### config.mk
export PLATFORM = sky130hd
export DESIGN_NAME = tree_sum_accumulator_flat
export DESIGN_NICKNAME = d
export VERILOG_FILES = /design/src/rtl/tree_sum_accumulator_pkg.sv /design/src/rtl/tree_sum_accumulator_if.sv /design/src/rtl/tree_sum_len_counter.sv /design/src/rtl/tree_sum_accumulator.sv /design/src/flat_wrapper.sv
export SDC_FILE = /design/constraint.sdc
export NUM_CORES = 1
export LEC_CHECK = 0
export BUFFER_PORTS_ARGS = -buffer_cell sky130_fd_sc_hd__buf_4
export CAP_MARGIN = 20
export CORE_MARGIN = 2
export CORE_UTILIZATION = 56
export CTS_CLUSTER_SIZE = 10
export DETAILED_ROUTE_END_ITERATION = 6
export GPL_TIMING_DRIVEN = 0
export HOLD_SLACK_MARGIN = 0.06
export PLACE_DENSITY_LB_ADDON = 0.25
export REMOVE_ABC_BUFFERS = 1
export SYNTH_ARGS = -nofsm -noshare
export SYNTH_HDL_FRONTEND = slang
export SYNTH_SLANG_ARGS = --single-unit
### constraint.sdc
create_clock -name clk_i -period 3.3 [get_ports clk_i]
set_input_delay 0.165 -clock clk_i [delete_from_list [all_inputs] [get_ports clk_i]]
set_output_delay 0.165 -clock clk_i [all_outputs]
set_load 0.02 [all_outputs]
### src/rtl/tree_sum_accumulator_pkg.sv
// Shared definitions for the adder-tree blocks: default datapath widths and
// the accumulator FSM state type.
package tree_sum_accumulator_pkg;

  localparam int DEF_IN_W    = 32;
  localparam int DEF_ACC_W   = 32;
  localparam int DEF_MAX_LEN = 256;

  typedef enum logic [1:0] {
    ST_IDLE  = 2'd0,
    ST_ACCUM = 2'd1,
    ST_HOLD  = 2'd2
  } acc_state_e;

endpackage

### src/rtl/tree_sum_accumulator_if.sv
// Sum-in / result-out handshake bundle of the tree-sum accumulator.
// The accumulator takes the slave side; the producer/consumer takes the master side.
interface tree_sum_accumulator_if
  import tree_sum_accumulator_pkg::*;
#(
  parameter int IN_W    = DEF_IN_W,
  parameter int ACC_W   = DEF_ACC_W,
  parameter int MAX_LEN = DEF_MAX_LEN
) ();

  localparam int CNT_W = $clog2(MAX_LEN + 1);

  logic signed [IN_W-1:0]  sum_i;
  logic                    sum_valid_i;
  logic                    sum_ready_o;
  logic [CNT_W-1:0]        len_i;
  logic signed [ACC_W-1:0] res_o;
  logic                    res_valid_o;
  logic                    res_ready_i;
  logic                    busy_o;

  modport slave (
    input  sum_i, sum_valid_i, len_i, res_ready_i,
    output sum_ready_o, res_o, res_valid_o, busy_o
  );

  modport master (
    output sum_i, sum_valid_i, len_i, res_ready_i,
    input  sum_ready_o, res_o, res_valid_o, busy_o
  );

endinterface

### src/rtl/tree_sum_len_counter.sv
// Down-counter of beats still owed to the current accumulation, with load,
// decrement and a flag marking that the next beat is the last one.
module tree_sum_len_counter #(
  parameter int CNT_W = 9
) (
  input  logic             clk_i,
  input  logic             rst_i,
  input  logic             load,
  input  logic [CNT_W-1:0] load_val,
  input  logic             dec,
  output logic             last
);

  logic [CNT_W-1:0] count;

  // NOTE: sequential state is written only with non-blocking assignments so every
  // register samples the pre-edge values, independent of statement order.
  always_ff @(posedge clk_i) begin
    if (rst_i) begin
      count <= '0;
    end else if (load) begin
      count <= load_val;
    end else if (dec && count != '0) begin
      count <= count - CNT_W'(1);
    end
  end

  assign last = (count == CNT_W'(1));

endmodule

### src/rtl/tree_sum_accumulator.sv
// Accumulates a run of len_i signed adder-tree sums into one result, presented
// with a valid/ready handshake; a new run may start on the cycle the result leaves.
module tree_sum_accumulator
  import tree_sum_accumulator_pkg::*;
#(
  parameter int IN_W    = DEF_IN_W,
  parameter int ACC_W   = DEF_ACC_W,
  parameter int MAX_LEN = DEF_MAX_LEN
) (
  input logic                   clk_i,
  input logic                   rst_i,
  tree_sum_accumulator_if.slave bus
);

  localparam int CNT_W = $clog2(MAX_LEN + 1);

  acc_state_e              state;
  logic signed [ACC_W-1:0] acc;
  logic                    res_valid;
  logic                    busy;

  logic                    beat;
  logic                    first_beat;
  logic                    transfer;
  logic                    cnt_last;
  logic signed [ACC_W-1:0] sum_ext;
  logic [CNT_W-1:0]        len_clamped;
  logic [CNT_W-1:0]        load_val;

  // Size cast of a signed operand sign-extends into the accumulator width.
  assign sum_ext = ACC_W'(bus.sum_i);

  assign bus.sum_ready_o = (state != ST_HOLD) || bus.res_ready_i;
  assign beat            = bus.sum_valid_i && bus.sum_ready_o;
  assign transfer        = res_valid && bus.res_ready_i;
  // A beat accepted in HOLD implies res_ready_i, so it always rides on a transfer.
  assign first_beat      = beat && (state != ST_ACCUM);

  // NOTE: every variable assigned in always_comb gets a default first, so no path
  // leaves it unassigned and no latch is inferred.
  always_comb begin
    len_clamped = bus.len_i;
    if (bus.len_i > CNT_W'(MAX_LEN)) begin
      len_clamped = CNT_W'(MAX_LEN);
    end
    load_val = (len_clamped == '0) ? '0 : len_clamped - CNT_W'(1);
  end

  tree_sum_len_counter #(
    .CNT_W (CNT_W)
  ) u_len_counter (
    .clk_i    (clk_i),
    .rst_i    (rst_i),
    .load     (first_beat),
    .load_val (load_val),
    .dec      (beat && (state == ST_ACCUM)),
    .last     (cnt_last)
  );

  always_ff @(posedge clk_i) begin
    if (rst_i) begin
      state     <= ST_IDLE;
      acc       <= '0;
      res_valid <= 1'b0;
      busy      <= 1'b0;
    end else begin
      case (state)
        ST_IDLE, ST_HOLD: begin
          if (first_beat) begin
            acc  <= sum_ext;
            busy <= 1'b1;
            if (load_val == '0) begin
              state     <= ST_HOLD;
              res_valid <= 1'b1;
            end else begin
              state     <= ST_ACCUM;
              res_valid <= 1'b0;
            end
          end else if (transfer) begin
            state     <= ST_IDLE;
            res_valid <= 1'b0;
            busy      <= 1'b0;
          end
        end
        ST_ACCUM: begin
          if (beat) begin
            acc <= acc + sum_ext;
            if (cnt_last) begin
              state     <= ST_HOLD;
              res_valid <= 1'b1;
            end
          end
        end
        default: begin
          state     <= ST_IDLE;
          res_valid <= 1'b0;
          busy      <= 1'b0;
        end
      endcase
    end
  end

  assign bus.res_o       = acc;
  assign bus.res_valid_o = res_valid;
  assign bus.busy_o      = busy;

endmodule
### src/flat_wrapper.sv
// flat-port wrapper written by rule: the top's interface ports become plain ports
module tree_sum_accumulator_flat import tree_sum_accumulator_pkg::*;
#(
  parameter int IN_W    = DEF_IN_W,
  parameter int ACC_W   = DEF_ACC_W,
  parameter int MAX_LEN = DEF_MAX_LEN
)
  (clk_i, rst_i, bus_sum_i, bus_sum_valid_i, bus_len_i, bus_res_ready_i, bus_sum_ready_o, bus_res_o, bus_res_valid_o, bus_busy_o);
  tree_sum_accumulator_if #(.IN_W(IN_W), .ACC_W(ACC_W), .MAX_LEN(MAX_LEN)) bus_i ();
  input logic clk_i;
  input logic rst_i;
  input wire logic [$bits(bus_i.sum_i)-1:0] bus_sum_i;
  input wire logic [$bits(bus_i.sum_valid_i)-1:0] bus_sum_valid_i;
  input wire logic [$bits(bus_i.len_i)-1:0] bus_len_i;
  input wire logic [$bits(bus_i.res_ready_i)-1:0] bus_res_ready_i;
  output wire logic [$bits(bus_i.sum_ready_o)-1:0] bus_sum_ready_o;
  output wire logic [$bits(bus_i.res_o)-1:0] bus_res_o;
  output wire logic [$bits(bus_i.res_valid_o)-1:0] bus_res_valid_o;
  output wire logic [$bits(bus_i.busy_o)-1:0] bus_busy_o;
  assign bus_i.sum_i = bus_sum_i;
  assign bus_i.sum_valid_i = bus_sum_valid_i;
  assign bus_i.len_i = bus_len_i;
  assign bus_i.res_ready_i = bus_res_ready_i;
  assign bus_sum_ready_o = bus_i.sum_ready_o;
  assign bus_res_o = bus_i.res_o;
  assign bus_res_valid_o = bus_i.res_valid_o;
  assign bus_busy_o = bus_i.busy_o;
  tree_sum_accumulator #(.IN_W(IN_W), .ACC_W(ACC_W), .MAX_LEN(MAX_LEN)) u_core (.clk_i(clk_i), .rst_i(rst_i), .bus(bus_i));
endmodule
; Word-level counts from Yosys, hierarchy flattened
; Index checks and enable logic that the tools add are counted.
[totals]
reg_bits = 45
latch_bits = 0
ram_bits = 0
mem_bits_ro = 0
output_inout_bits = 35
elab_cells = 56
memories = 0
[classes]
add_sub_neg = 3
mul = 0
div = 0
magnitude_cmp = 1
eq_ne = 9
shift = 0
muxes = 21
bitwise = 1
n_reduce_logical = 16
[op_table]
columns = cell, n
row1 = 32-bit 2-to-1 mux, 2
row2 = 32-bit one-hot mux with 2 select lines, 1
row3 = 9-bit 2-to-1 mux, 4
row4 = 32-bit adder, 1
row5 = 9-bit zero test, 2
row6 = "9-bit by 1-bit subtractor with 9-bit output, second input constant", 2
row7 = 2-bit 2-to-1 mux, 5
row8 = "9-bit by 1-bit equality test with 1-bit output, second input constant", 1
row9 = "9-bit greater-than comparator, second input constant", 1
row10 = 9-bit nonzero test, 1
row11 = "2-bit by 1-bit inequality test with 1-bit output, second input constant", 4
row12 = 1-bit 2-to-1 mux, 6
row13 = 3-bit AND reduction, 2
row14 = 1-bit logical AND, 5
row15 = 1-bit one-hot mux with 2 select lines, 2
row16 = 2-bit one-hot mux with 2 select lines, 1
row17 = 2-bit nonzero test, 2
row18 = "3-bit by 1-bit inequality test with 1-bit output, second input constant", 1
row19 = "2-bit by 1-bit equality test with 1-bit output, second input constant", 1
row20 = "2-bit equality test, second input constant", 1
row21 = 2-bit zero test, 1
row22 = "2-bit inequality test, second input constant", 1
row23 = 2-bit AND reduction, 1
row24 = 2-bit OR reduction, 1
row25 = other kinds (2), 2

; Logic depth before layout (Yosys ltp)
[logic_depth]
ltp_word = 8
ltp_mapped = 13

; By module
; Synthesis repeated with hierarchy kept, for this count alone.
[unflattened]
hier_cells = 522
area_unflattened_um2 = 4068.9
[by_module_without_submodules]
columns = mod, n_inst, cells_each, area_each_um2
row1 = tree_sum_accumulator, 1, 457, 3492.1
row2 = tree_sum_len_counter, 1, 65, 576.8

; Worst setup path after synthesis
; OpenSTA, ideal clock, no wires.
[synth_timing]
kind = reg-to-reg
startpoint = reg u_core.acc[8] (netlist: u_core.bus.res_o[8])
endpoint = reg u_core.acc[31] (netlist: u_core.bus.res_o[31])
setup_time_ps = 74
arrival_ps = 2908
setup_slack_ps = 317
path_stages_with_launch = 12
period_less_slack_ps = 2983
path_cell_list = dfxtp_1 ha_1 and4_1 and2_1 and3_4 o2111ai_2 and2_4 nor3_2 or4b_4 a221oi_4 mux2_1 a31oi_1
[synth_between]
elab_chain_len = 3
[synth_rtl]
columns = element, line
row1 = start: declaration, tree_sum_accumulator.sv:18  ; logic signed [ACC_W-1:0] acc;
row2 = start signal: assignment, tree_sum_accumulator.sv:70  ; acc <= sum_ext;
row3 = start signal: assignment, tree_sum_accumulator.sv:87  ; acc <= acc + sum_ext;
row4 = 32-bit adder, tree_sum_accumulator.sv:87
row5 = 32-bit 2-to-1 mux, tree_sum_accumulator.sv:86  ; if (beat) begin
row6 = 32-bit one-hot mux with 2 select lines, tree_sum_accumulator.sv:67  ; case (state)
; Every way passes these cells. The select of a mux whose other input is x is not followed.
; A chain may end at the register's enable or synchronous reset.

; Worst setup path after layout
; Same ends and word-level chain as after synthesis.

==> flow_summary.json <==
{
  "yosysSeqAreaShare": 0.227,
  "postSynthCellCount": 509,
  "boundaryPins": 80,
  "worst_path_max_delay_cell": "sky130_fd_sc_hd__or4b_4",
  "place_worst_setup_slack_ns": 0.171,
  "avgRoutedWirePerCell_um": 15.9,
  "global_route.usage.total": 0.272,
  "met1_usage": 0.345,
  "ys_async_sr_fraction": 0,
  "numPlacedInstances": 650,
  "htree_levels": 2,
  "rsz_0062_raised_after_global_routing": "no",
  "crit_path_start_kind": "flip-flop",
  "crit_path_cell_trace": "ha_1, a21o_1, a21oi_1, o211ai_1, o2111ai_2, and2_4, nor3_2, or4b_4, a221oi_4, mux2_1, a31oi_1",
  "synth_cell_type_count": 68,
  "use_met2": 0.482,
  "grt_most_used_layer": "met2",
  "pin_slew_with_the_least_headroom_to_its_limit_ns": 1.07,
  "clk_pin_slew_worst_paths_ns": 0.10,
  "critPathCaptureType": "flip-flop",
  "critical_path.top_delay_family": "compound AO/OA/AOI/OAI gates",
  "dieHeight_um": 87.2,
  "criticalPathCategory": "reg -> reg",
  "dr_total_vias": 4042,
  "crit_fanout": 6,
  "fp.coreArea_um2": 6760,
  "detail-route-antenna-nets": 0,
  "wire_length_of_the_first_global_routing_pass_um": 16800,
  "worst-endpoint-arrival_ns": 3.37,
  "dpl.hpwl_um": 7730,
  "status": "finished clean",
  "postLayoutSetupSlackWorst_ns": 0.167,
  "globalRouteOverflowTotal": 0,
  "layout.filler_cells": 587,
  "post_drt_via_cell_ratio": 6.13,
  "yosys_register_bits": 44,
  "cts-resized-gates": 0,
  "max_freq_mhz": 319,
  "number_of_flops_mapped_to_enable_cells_by_yosys": 0,
  "clock_insertion_delay_worst_skew_ns": 0.31,
  "biggest_cell_delay_along_the_critical_path_ns": 0.53,
  "cts_tree": "yes",
  "via_count_of_the_first_global_routing_pass": 3813,
  "row_cnt": 30,
  "syn-cell-area_um2": 3870,
  "post-cts-setup-buffer-count": 0,
  "fin_skew_ns": 0.0151,
  "cts.root.buffer_cell": "sky130_fd_sc_hd__clkbuf_8",
  "global_placer_s_final_weighted_congestion": 0.898,
  "drc": 0,
  "layout.area.seq_um2": 881,
  "final-setup-viol-count": 0,
  "yosysWarningCount": 0,
  "drtIter0Drc": 147,
  "number_of_buffers_between_clock_root_and_the_deepest_sink": 2,
  "post_route_cells_drive_above_1_share": 0.185,
  "synthDominantAreaCellType": "sky130_fd_sc_hd__dfxtp_1",
  "ir_drop_v": 0.000180,
  "cts-hold-fix-buffers": 0,
  "initial_core_util": 0.573,
  "synth_top_area_share": 0.227,
  "port_buffers": 79,
  "power.static_leakage_nw": 2.09,
  "slew-limit-headroom": 0.283,
  "die_w_um": 87.2,
  "crit_required_ns": 3.54,
  "hold_viol_final": 0,
  "drtPass1Iterations": 5,
  "grt_max_degree": 40,
  "area_growth_syn_to_layout_pct": 19.9,
  "timing.max_cap.violations": 0,
  "dominant_synthesized_flop_cell": "sky130_fd_sc_hd__dfxtp_1",
  "hold_class": "in -> reg",
  "global_route.usage.met3": 0.0351,
  "antenna-diode-count": 0,
  "design.final.nets": 659,
  "antenna_found_initial": 0,
  "layout_worst_path_cycle_share": 0.949,
  "synth.top_cells.by_area": "sky130_fd_sc_hd__dfxtp_1, sky130_fd_sc_hd__ha_1, sky130_fd_sc_hd__a21oi_1",
  "stdcell_area_um2": 4640,
  "critical_path_buf_inv_count": 0,
  "cts_bufs_inserted": 5,
  "final.min_clock_period_ns": 3.13,
  "cts.sink_count": 44,
  "area_of_the_multi_input_gates_um2": 2860,
  "dpl-instance-area_um2": 4540,
  "syn_area_per_cell_um2": 7.61,
  "detail_route.wirelength_um": 10500,
  "pwr_density_cell_nw_per_um2": 397,
  "fp.dieArea_um2": 7600,
  "finalMaxSlewViolations": 0,
  "layout.cells.non_filler": 659
}
worst paths after layout:
check / startpoint / cells past startpoint / endpoint / slack, ns
worst max-delay path: u_core.bus.res_o[8] / 11 / u_core.bus.res_o[31] / 0.17
worst min-delay path: bus_sum_i[27] / 3 / u_core.bus.res_o[27] / 0.12
worst max register to register: u_core.bus.res_o[8] / 11 / u_core.bus.res_o[31] / 0.17
worst min register to register: u_core.bus.res_o[21] / 2 / u_core.bus.res_o[21] / 0.49
sequential cells by signal (all words and copies together) (netlist names):
signal,cells
u_core.u_len_counter.count,9
u_core.bus.res_o,32
u_core.bus.busy_o,1
u_core.state,1
u_core.bus.res_valid_o,1
synth_stat cells (all sizes together), types with 4 or more instances:
cell / count
a21oi: 47
mux2i: 4
xnor2: 19
nor3: 11
and3: 5
a222oi: 4
a21o: 17
ha: 35
a22oi: 5
o311ai: 4
clkbuf: 18
and2: 5
dfxtp: 44
nor2b: 12
inv: 15
a31oi: 4
nand2: 60
nor2: 58
nor3b: 4
a311oi: 7
or3: 7
o21bai: 4
a211oi: 17
nand2b: 5
o21ai: 33
xor2: 12
cells in the final DEF, fill, tap and decap left out, types with 6 or more instances in the layout:
cell type                  instances
sky130_fd_sc_hd__buf_4            80
sky130_fd_sc_hd__o21ai_0          28
sky130_fd_sc_hd__nor3_1           10
sky130_fd_sc_hd__nor2_1           58
sky130_fd_sc_hd__or3_1             7
sky130_fd_sc_hd__a311oi_1          7
sky130_fd_sc_hd__xnor2_1          19
sky130_fd_sc_hd__xor2_1           12
sky130_fd_sc_hd__inv_1            14
sky130_fd_sc_hd__ha_1             35
sky130_fd_sc_hd__a211oi_1         16
sky130_fd_sc_hd__dfxtp_1          44
sky130_fd_sc_hd__a21oi_1          44
sky130_fd_sc_hd__a21o_1           16
sky130_fd_sc_hd__clkbuf_8          6
sky130_fd_sc_hd__nand2_1          60
sky130_fd_sc_hd__nor2b_1          12
power by group:
| part | switching (W) | internal [W] |
|---|---|---|
| Combinational | 0.000455 | 0.000361 |
| Clock | 0.000211 | 0.000170 |
| Sequential | 0.0000575 | 0.000587 |
| Total | 0.000724 | 0.00112 |
worst reg2reg max path, stage by stage, from the launching register on:
cell and delay, ns:
sky130_fd_sc_hd__dfxtp_1 0.34, sky130_fd_sc_hd__ha_1 0.37, sky130_fd_sc_hd__a21o_1 0.21, sky130_fd_sc_hd__a21oi_1 0.19, sky130_fd_sc_hd__o211ai_1 0.15, sky130_fd_sc_hd__o2111ai_2 0.21, sky130_fd_sc_hd__and2_4 0.19, sky130_fd_sc_hd__nor3_2 0.06
sky130_fd_sc_hd__or4b_4 0.53, sky130_fd_sc_hd__a221oi_4 0.32, sky130_fd_sc_hd__mux2_1 0.37, sky130_fd_sc_hd__a31oi_1 0.12
metrics by stage:
stage,setup TNS (ns),hold slack (ns),total power [W],util
after floorplan,0,0.234,0.00120,-
after global placement,-6.00,0.425,0.00142,0.664
after detailed placement,0,0.437,0.00145,0.671
after CTS,0,0.122,0.00183,0.686
after global routing,0,0.124,0.00195,0.687
final,0,0.124,0.00184,0.687
layout make-up:
type                            count  share of cell area
Inverter                           16              0.0129
Sequential cell                    44               0.190
Clock inverter                      2             0.00323
Timing Repair Buffer               82               0.138
Clock buffer                        6              0.0178
Multi-Input combinational cell    429               0.616
Tap cell                           80              0.0216
per-layer routing:
metal / up-vias / wire length [um]
li1: 2009 / -
met1: 1913 / 4810
met2: 105 / 5090
met3: 15 / 444
met4: 0 / 118
met5: - / 0
cell families after synthesis:
| group | share of synthesized area |
|---|---|
| AOI/OAI and AO/OA | 0.313 |
| xor gates and xnor gates | 0.0701 |
| adders and majority gates | 0.118 |
| buffers and inverters | 0.0352 |
| DFF | 0.227 |
| muxes | 0.0132 |
| and+or+nand+nor | 0.223 |
Note: power is estimated with default switching activity, not from simulation.
